===== src/rtl/z_pipe_csel_adder.sv =====
// Pipelined N-bit add/subtract, one M-bit segment per stage, skewed in / deskewed out.
// Optional zero/neg flag outputs enabled by defining Z_PIPE_CSEL_FLAGS_EN.
module z_pipe_csel_adder #(
  parameter int N = 16,
  parameter int M = 4
) (
  input  logic         clk,
  input  logic         rst,
  input  logic         in_valid,
  output logic         in_ready,
  input  logic [N-1:0] a,
  input  logic [N-1:0] b,
  input  logic         c_in,
  input  logic         sub,
  output logic         out_valid,
  input  logic         out_ready,
  output logic [N-1:0] sum,
  output logic         c_out,
  output logic         ovf
`ifdef Z_PIPE_CSEL_FLAGS_EN
  ,
  output logic         zero,
  output logic         neg
`endif
);

  localparam int S = N / M;

  if (N % M != 0) begin : g_bad_width
    $error("z_pipe_csel_adder: N must be a multiple of M");
  end

  logic         w_adv;
  logic         w_acc;
  logic [N-1:0] w_b_eff;
  logic         w_cin;

  assign w_adv    = ~out_valid | out_ready;
  assign in_ready = w_adv;
  assign w_acc    = in_valid & w_adv;
  assign w_b_eff  = sub ? ~b : b;
  assign w_cin    = sub | c_in;

  for (genvar k = 0; k < S; k++) begin : g_stg
    localparam int W = N - k * M;

    logic [W-1:0] w_a;
    logic [W-1:0] w_b;
    logic [N-1:0] w_s_in;
    logic [N-1:0] w_s_nx;
    logic         w_c_in;
    logic         w_v_in;
    logic [M:0]   w_seg;
    logic         r_v;
    logic [N-1:0] r_s;
    logic         r_c;
`ifdef Z_PIPE_CSEL_FLAGS_EN
    logic         w_z_in;
    logic         r_z;
`endif

    if (k == 0) begin : g_head
      assign w_a    = a;
      assign w_b    = w_b_eff;
      assign w_s_in = '0;
      assign w_c_in = w_cin;
      assign w_v_in = w_acc;
`ifdef Z_PIPE_CSEL_FLAGS_EN
      assign w_z_in = 1'b1;
`endif
    end else begin : g_body
      assign w_a    = g_stg[k-1].g_skew.r_a;
      assign w_b    = g_stg[k-1].g_skew.r_b;
      assign w_s_in = g_stg[k-1].r_s;
      assign w_c_in = g_stg[k-1].r_c;
      assign w_v_in = g_stg[k-1].r_v;
`ifdef Z_PIPE_CSEL_FLAGS_EN
      assign w_z_in = g_stg[k-1].r_z;
`endif
    end

    assign w_seg = {1'b0, w_a[M-1:0]}
                 + {1'b0, w_b[M-1:0]}
                 + {{M{1'b0}}, w_c_in};

    // Drop this stage's segment result into the deskewed sum word
    always_comb begin
      w_s_nx = w_s_in;
      w_s_nx[k*M +: M] = w_seg[M-1:0];
    end

    // Stage valid, partial sum and inter-segment carry
    always_ff @(posedge clk) begin
      if (rst) begin
        r_v <= 1'b0;
        r_s <= '0;
        r_c <= 1'b0;
      end else if (w_adv) begin
        r_v <= w_v_in;
        r_s <= w_s_nx;
        r_c <= w_seg[M];
      end
    end

`ifdef Z_PIPE_CSEL_FLAGS_EN
    // Zero flag accumulates one segment at a time
    always_ff @(posedge clk) begin
      if (rst) begin
        r_z <= 1'b0;
      end else if (w_adv) begin
        r_z <= w_z_in & (w_seg[M-1:0] == '0);
      end
    end
`endif

    if (k < S - 1) begin : g_skew
      logic [W-M-1:0] r_a;
      logic [W-M-1:0] r_b;

      // Carry the not-yet-added upper operand segments forward
      always_ff @(posedge clk) begin
        if (rst) begin
          r_a <= '0;
          r_b <= '0;
        end else if (w_adv) begin
          r_a <= w_a[W-1:M];
          r_b <= w_b[W-1:M];
        end
      end
    end else begin : g_last
      logic r_ovf;

      // Signed overflow from the sign bits that rode the skew chain
      always_ff @(posedge clk) begin
        if (rst) begin
          r_ovf <= 1'b0;
        end else if (w_adv) begin
          r_ovf <= (w_a[W-1] == w_b[W-1]) &
                   (w_seg[M-1] != w_a[W-1]);
        end
      end
    end
  end

  assign out_valid = g_stg[S-1].r_v;
  assign sum       = g_stg[S-1].r_s;
  assign c_out     = g_stg[S-1].r_c;
  assign ovf       = g_stg[S-1].g_last.r_ovf;

`ifdef Z_PIPE_CSEL_FLAGS_EN
  assign zero = g_stg[S-1].r_z;
  assign neg  = sum[N-1];
`endif

endmodule


===== config.mk =====
export PLATFORM = sky130hd
export DESIGN_NAME = z_pipe_csel_adder
export DESIGN_NICKNAME = d
export VERILOG_FILES = /design/src/rtl/z_pipe_csel_adder.sv
export SDC_FILE = /design/constraint.sdc
export NUM_CORES = 1
export LEC_CHECK = 0
export CORE_MARGIN = 2
export CORE_UTILIZATION = 37
export DETAILED_ROUTE_END_ITERATION = 8
export DONT_BUFFER_PORTS = 1
export PLACE_DENSITY = 0.51
export SLEW_MARGIN = 15
export SYNTH_ARGS = -nofsm -noshare
export SYNTH_HDL_FRONTEND = slang
export SYNTH_SLANG_ARGS = --single-unit

===== constraint.sdc =====
create_clock -name clk -period 2.3 [get_ports clk]
set_clock_uncertainty 0.15 [all_clocks]
set_input_delay 0.23 -clock clk [delete_from_list [all_inputs] [get_ports clk]]
set_output_delay 0.23 -clock clk [all_outputs]
set_load 0.02 [all_outputs]

======== Yosys cells after proc, flatten, opt, wreduce, memory -nomap -nowiden ========
Cells that the tools add are included.
Widths: inputs -> output; s select.
word-level totals
  memories ................................ 0
  latch bits .............................. 0
  bits in registers ....................... 97
  bits in writable memories ............... 0
  output and inout bits ................... 20
  word-level logic and storage cells ...... 36
  ROM bits ................................ 0
  input port bits ......................... 38
operators by class
  shift operators ......................... 0
  bitwise logic cells ..................... 6
  multipliers ............................. 0
  divide/modulo/power cells ............... 0
  $lt $le $gt $ge ......................... 0
  muxes and demuxes ....................... 1
  equal/unequal tests ..................... 2
  add/sub/neg operators ................... 8
  reduce and logical (&&, ||, !) cells .... 0
operators by type and width
  operator     number
  $add 4x4->5  4
  $add 5x1->5  4
  $mux 16      1
  $not 16->16  1
  $and 1x1->1  2
  $or 1x1->1   2
  $eq 1x1->1   1
  $ne 1x1->1   1
  $not 1->1    1

======== Longest topological paths before layout ========
Gate-level depths: netlist (run 1).
  word-level depth ........................ 4
  depth in mapped cells ................... 8
  mapped depth without buffers ............ 6

======== Least setup slack after synthesis (run 1) ========
No wires, ideal clock.
  kind .................................... input port to flip-flop
  start ................................... input sub
  end ..................................... register g_stg[0].r_c
  setup slack ............................. -102 ps
  arrival ................................. 2120 ps
  setup time .............................. 132 ps
  cell stages on the path ................. 8
  buffers on the path ..................... 2
  data required time ...................... 2018 ps
  cells stage by stage .................... buf_4 buf_4 or2_2 fa_1 fa_1 a21o_1 a211oi_1 nor3_1
between the ends
  longest elaborated chain between the ends .. 3
  elaborated cells between the ends (all ways) .. 4
  classes of those cells .................. add/sub (2); mux (1); bitwise (1)
ends and longest elaborated chain
  item                    line  text
  start: declaration      14    input logic sub,
  $mux 16                 41    assign w_b_eff = sub ? ~b : b;
  $add 4x4->5             83    + {1'b0, w_b[M-1:0]}
  $add 5x1->5 *           84    + {{M{1'b0}}, w_c_in};
  end signal: assignment  101   r_c <= w_seg[M];
  end: declaration        56    logic r_c;
Mark *: on every way between the ends. The rest lies on a longest branch, timed or not.
A chain may end at the register's enable or synchronous reset.

======== Worst setup path after layout (run 1) ========
  start ................................... register g_stg[3].r_v (netlist: out_valid)
  end ..................................... register g_stg[0].r_v
between the ends
  longest elaborated chain between the ends .. 3
ends and longest elaborated chain
  item                      line  text
  start: declaration        54    logic r_v;
  start signal: assignment  99    r_v <= w_v_in;
  $not 1->1 *               38    assign w_adv = ~out_valid | out_ready;
  $or 1x1->1 *              38
  via in_ready              10    output logic in_ready,
  $and 1x1->1               40    assign w_acc = in_valid & w_adv;
  end signal: assignment    99
  end: declaration          54
Mark *: on every way through the listed nets, which the timed path passes. The rest lies on a longest branch.

==> summary.txt, run 1 <==
Status
  – Status: finished clean

Yosys
  – Post-Synth XOR/XNOR Area: 4.29%
  – Area leader, netlist: dfxtp_1
  – Syn Nets: 532
  – Synthesized area: 4080 um^2
  – Syn avg cell area: 8.61 um^2
  – Sequential share of the synthesized area: 47.6%
  – Commonest cells post-synth: 143 x nand2_1, 97 x dfxtp_1, 75 x a21oi_1, 23 x nor2_1, 20 x a211oi_1
  – Largest family of logic cells by synthesized area: simple AND/OR/NAND/NOR gates
  – Mux cell area share after synthesis: 0%
  – Yosys reg bits: 97
  – Yosys warns: 0
  – Post-synthesis compound-gate area fraction: 16.5%
  – Post-synth EDFFs: 0
  – Yosys cell types: 29
  – Top cells by area, synth: dfxtp_1 48%, nand2_1 13%, a21oi_1 9.2%
  – Syn Inst Count: 474
  – FFs w/ async S/R, synth: 0%
  – Synth Area in Simple Gates: 18.8%
  – Top cell type's share of synthesized area: 47.6%
  – Synth Flop Type: dfxtp_1
  – Synth Area in Adders: 7.61%
  – Most common cell in the synthesized netlist: nand2_1

Critical path
  – Startpoint types: register
  – CP max stage cell: dlygate4sd3_1
  – Crit-path cells: nor2b_4 > clkinv_2 > buf_4 > nand2_1 > a21oi_1 > dlygate4sd3_1
  – Worst reg-to-reg path cell count: 6
  – Worst Path Arrival: 2.22 ns
  – Worst EP required: 2.40 ns
  – Crit. End Element: register
  – CP peak stage delay: 0.54 ns
  – Crit. path cell count: 6
  – Worst Path Buf+Inv: 3
  – Crit-path leading delay family: buffers and inverters
  – Critical path class: register to register
  – Crit Path Max Fanout: 30

Die
  – Initial Util: 37.8%
  – Placeable Area: 10,800 um^2
  – Die width: 109 um
  – # IOs: 58
  – Die Ht: 109 um
  – Rows: 38
  – Die area: 11,900 um^2

Final layout
  – Antenna Cells: 0
  – Final core utilization: 44.1%
  – Fraction of layout cells with a size suffix above 1: 5.79%
  – Fill cells: 1,098
  – P&R area growth vs syn: 16.7%
  – Final cell count without fillers: 641
  – Final Net Count: 554

GRT
  – Tot GR Track Use: 15.4%
  – Antenna violations before repair: 0
  – Largest net degree at the start of global routing: 103
  – Global route total overflow: 0
  – Vias in the first global route: 3,038
  – First-pass GRT wire length: 14,400 um

Drt
  – Routed Antenna Nets: 0
  – Remaining DRCs: 0
  – Via count of the routed design: 3,113
  – WL/cell: 13.2 um
  – Final wirelength: 8450 um
  – Initial DRC Count: 139
  – Via density: 4.86
  – DR pass1 iterations: 4

Clocking
  – TritonCTS clock tree: done
  – Clock Sinks: 97
  – Max Root-Sink Buffers: 2
  – TritonCTS Buffers: 9
  – Later-pin clock latency in the skew report: 0.35 ns
  – CTS root buf: clkbuf_8
  – CTS-repair resized insts: 0
  – Worst-path clk slew: 0.09 ns
  – H-Tree Depth: 3

Job
  – Maxcap violations: 0

Timing
  – Fin crit period: 2.12 ns
  – Slew HR: 62.9%
  – Final Cycle Share: 92.1%
  – Max Clk Rate: 0.472 GHz
  – Unrepaired setup endpoints after global routing: no
  – Least-Margin Pin Slew: 0.556 ns
  – Final Hold Viols: 0
  – Total negative slack: 0 ns
  – Setup WS post-layout: 0.182 ns
  – Worst hold margin: 0.0258 ns
  – Final Max Slew Viols: 0
  – Final setup viols: 0

Placement
  – Dpl cells: 585
  – DP Wirelength: 5080 um
  – Final GP Congestion: 0.784
  – Place WS: 0.292 ns
  – PortBufs: 0

Worst hold path
  – Hold Crit Class: primary input to register
  – Hold path depth: 3

Pwr
  – Peak VDD IR: 0.368 mV
  – Static leakage: 1.84 nW
  – Pwr/cell area: 729 nW/um^2
layout by cell type (no fill, tap or decap), drive strengths merged, types with 2 or more instances in the layout:
master / count
dlygate4sd3: 39
fa: 8
buf: 6
dfxtp: 97
xnor2: 16
o211ai: 5
bufinv: 2
a2111o: 5
or2: 2
a21oi: 75
a211oi: 20
nand3b: 6
nor2: 23
inv: 4
xor2: 4
nor2b: 2
nor3: 3
nand2b: 3
or3: 3
ha: 12
clkbuf: 9
a21o: 6
nand2: 143
clkinv: 4
where the power goes:
group | internal, mW | total, mW | switching [mW]
sequential | 1.79 | 1.87 | 0.0783
clock | 0.622 | 1.24 | 0.616
combinational | 0.197 | 0.366 | 0.169
final timing paths:
kind | start | endpoint | slack [ns]
setup / recovery | out_valid | g_stg[0].r_v | 0.18
setup reg to reg | out_valid | g_stg[0].r_v | 0.18
hold / removal | rst | g_stg[0].r_s[3] | 0.03
hold reg to reg | g_stg[1].g_skew.r_b[7] | g_stg[1].g_skew.r_b[7] | 0.31
what timing repair did:
action,CTS,global route
setup buffers,0,0
hold buffers,40,0
endpoints found under the hold margin,97,0
logic make-up (layout without fill, tap and decap cells):
logic type / after synthesis / count (layout)
buffers and inverters: 38 / 65
DFF: 97 / 97
xor gates and xnor gates: 20 / 20
AOI/OAI and AO/OA: 112 / 112
adders and majority gates: 20 / 20
and+or+nand+nor: 187 / 187
state kept, by name, summed over array words and instances, names as in the netlist:
signal            cells
c_out                 1
sum                  16
g_stg.r_c             3
out_valid             1
g_stg.g_skew.r_b     24
g_stg.r_v             3
g_stg.g_skew.r_a     24
g_stg.r_s            24
ovf                   1
layer usage:
metal | vias to the layer above | part of all wire, % | track usage [%]
met5 | - | 0 | 0
met4 | 0 | 1.2 | 6.32
met3 | 6 | 3.6 | 2.75
met2 | 46 | 44 | 23.7
met1 | 1431 | 51 | 21.2
li1 | 1630 | - | -
stage by stage:
step	total power [mW]	area (um^2)
global route	3.65	4760
detailed placement	2.17	4120
finish	3.47	4760
floorplan	2.14	4090
global placement	2.17	4120
CTS	3.51	4760
cell type report:
cell class | count | area, um^2 | share of cell area, %
Multi-Input combinational cell | 339 | 1930 | 40.6
Timing Repair Buffer | 45 | 468 | 9.83
Clock buffer | 9 | 124 | 2.60
Inverter | 4 | 16.3 | 0.342
Clock inverter | 7 | 103 | 2.16
Sequential cell | 97 | 1940 | 40.8
Tap cell | 140 | 175 | 3.68
worst min-delay path: cells and delay by family:
kind	cells	cell delay, ns
compound gates	2	0.18
simple gates	1	0.08
Note: power is estimated with default switching activity, not from simulation.
==> run 2: changes to the inputs <==
--- a/config.mk
+++ b/config.mk
@@ -8,8 +8,7 @@
 export CORE_MARGIN = 2
 export CORE_UTILIZATION = 37
 export DETAILED_ROUTE_END_ITERATION = 8
-export DONT_BUFFER_PORTS = 1
-export PLACE_DENSITY = 0.51
+export PLACE_DENSITY = 0.58
 export SLEW_MARGIN = 15
 export SYNTH_ARGS = -nofsm -noshare
 export SYNTH_HDL_FRONTEND = slang
==> summary.txt, run 2 (synthesis gave the netlist of run 1 again) <==
Status
  – Status: finished clean

Clocking
  – Hold Buf Count CTS: 0
  – TritonCTS clock tree: done
  – TritonCTS Buffers: 9
  – CTS-repair resized insts: 0
  – CTS root buf: clkbuf_8
  – Clock Sinks: 97
  – Later-pin clock latency in the skew report: 0.36 ns
  – H-Tree Depth: 3
  – Post-CTS setup buffers: 0
  – Max Root-Sink Buffers: 2
  – Worst-path clk slew: 0.09 ns

Worst hold path
  – Hold path depth: 3
  – Hold Crit Class: primary input to register

GRT
  – First-pass GRT wire length: 13,300 um
  – Largest net degree at the start of global routing: 109
  – Vias in the first global route: 2,844
  – Tot GR Track Use: 14.1%
  – Antenna violations before repair: 0
  – Global route total overflow: 0

Timing
  – Final Hold Viols: 0
  – Least-Margin Pin Slew: 0.769 ns
  – Fin crit period: 2.09 ns
  – Final setup viols: 0
  – Unrepaired setup endpoints after global routing: no
  – Final Max Slew Viols: 0
  – Final Cycle Share: 91.0%
  – Total negative slack: 0 ns
  – Max Clk Rate: 0.478 GHz
  – Slew HR: 48.7%
  – Setup WS post-layout: 0.206 ns

Drt
  – Via count of the routed design: 3,098
  – Metal3 WL: 399 um
  – Initial DRC Count: 156
  – Metal1 wirelength: 4290 um
  – Top sig layer: met4
  – Final wirelength: 7960 um
  – Routed Antenna Nets: 0
  – DR pass1 iterations: 4
  – Via density: 4.69
  – Remaining DRCs: 0
  – WL/cell: 12.1 um
  – WL met2: 3160 um

Placement
  – PortBufs: 57
  – Dpl cells: 644
  – DP Wirelength: 5050 um
  – Place WS: -0.336 ns
  – Final GP Congestion: 0.736

Pwr
  – Peak VDD IR: 0.343 mV
  – Tot Pwr: 3.35 mW
  – Pwr/cell area: 683 nW/um^2
  – Static leakage: 1.89 nW

Die
  – Die width: 109 um
  – Die Ht: 109 um
  – # IOs: 58
  – Die area: 11,900 um^2
  – Placeable Area: 10,800 um^2
  – Initial Util: 37.8%
  – Rows: 38

Job
  – Maxcap violations: 0

Final layout
  – Fraction of layout cells with a size suffix above 1: 5.77%
  – Antenna Cells: 0
  – Most frequent cells in the layout: 143 x nand2_1, 97 x dfxtp_1, 75 x a21oi_1
  – Top flop regs: g_stg.g_skew.r_a (24), g_stg.g_skew.r_b (24), g_stg.r_s (24)
  – Final cell count without fillers: 660
  – P&R area growth vs syn: 20.4%
  – Commonest non-fill, non-tap cell in the layout: nand2_1
  – Final Net Count: 573

Critical path
  – R2R setup slack: 0.31 ns
  – Crit Path Max Fanout: 8
  – Startpoint types: register
  – Crit. End Element: output pin
  – Critical path class: register to output pin
  – Worst EP required: 1.92 ns
  – Worst Path Arrival: 1.71 ns
  – Worst reg-to-reg path cell count: 5
==> run 2: cell count changes in the layout (fill, tap and decap cells not counted), moves of 2 or more <==
cell | previous run | this run
buf_4 | 4 | 6
dlygate4sd3_1 | 39 | 0
clkinv_4 | 3 | 1
clkdlybuf4s50_1 | 0 | 55
==> run 2: where the power goes <==
part	switching, mW	leakage [nW]	total [mW]	internal (mW)
combinational	0.193	0.999	0.408	0.215
sequential	0.0611	0.797	1.85	1.79
clock	0.589	0.0929	1.10	0.507
==> run 2: cell type report <==
type,instances,area (um^2)
Clock buffer,10,128
Clock inverter,6,67.6
Fill cell,1076,5880
Inverter,4,16.3
Multi-Input combinational cell,339,1930
Sequential cell,97,1940
Tap cell,140,175
Timing Repair Buffer,64,648
==> run 2: routing by layer <==
metal	track usage [%]	vias up
li1	-	1659
met1	20.5	1377
met2	20.0	52
met3	3.77	10
met4	4.67	0
met5	0	-
==> run 2: worst max-delay path, stage by stage (launching register included) <==
cell and delay (ns):
dfxtp_1 0.37, nor2b_4 0.30, clkinv_2 0.13, clkdlybuf4s50_1 0.56
==> run 2: final timing paths <==
path | start | to
hold / removal | a[15] | g_stg[0].g_skew.r_a[11]
setup / recovery | out_valid | in_ready
hold reg to reg | g_stg[2].r_s[0] | g_stg[2].r_s[0]
setup reg to reg | g_stg[2].r_c | c_out
==> run 2: metrics by stage <==
stage	hold WS, ns	utilization, %	instance area [um^2]
finish	0.267	45.5	4910
global route	0.251	45.5	4910
CTS	0.245	45.5	4910
detailed placement	0.295	43.7	4710
global placement	0.290	43.7	4710
floorplan	0.220	-	4090
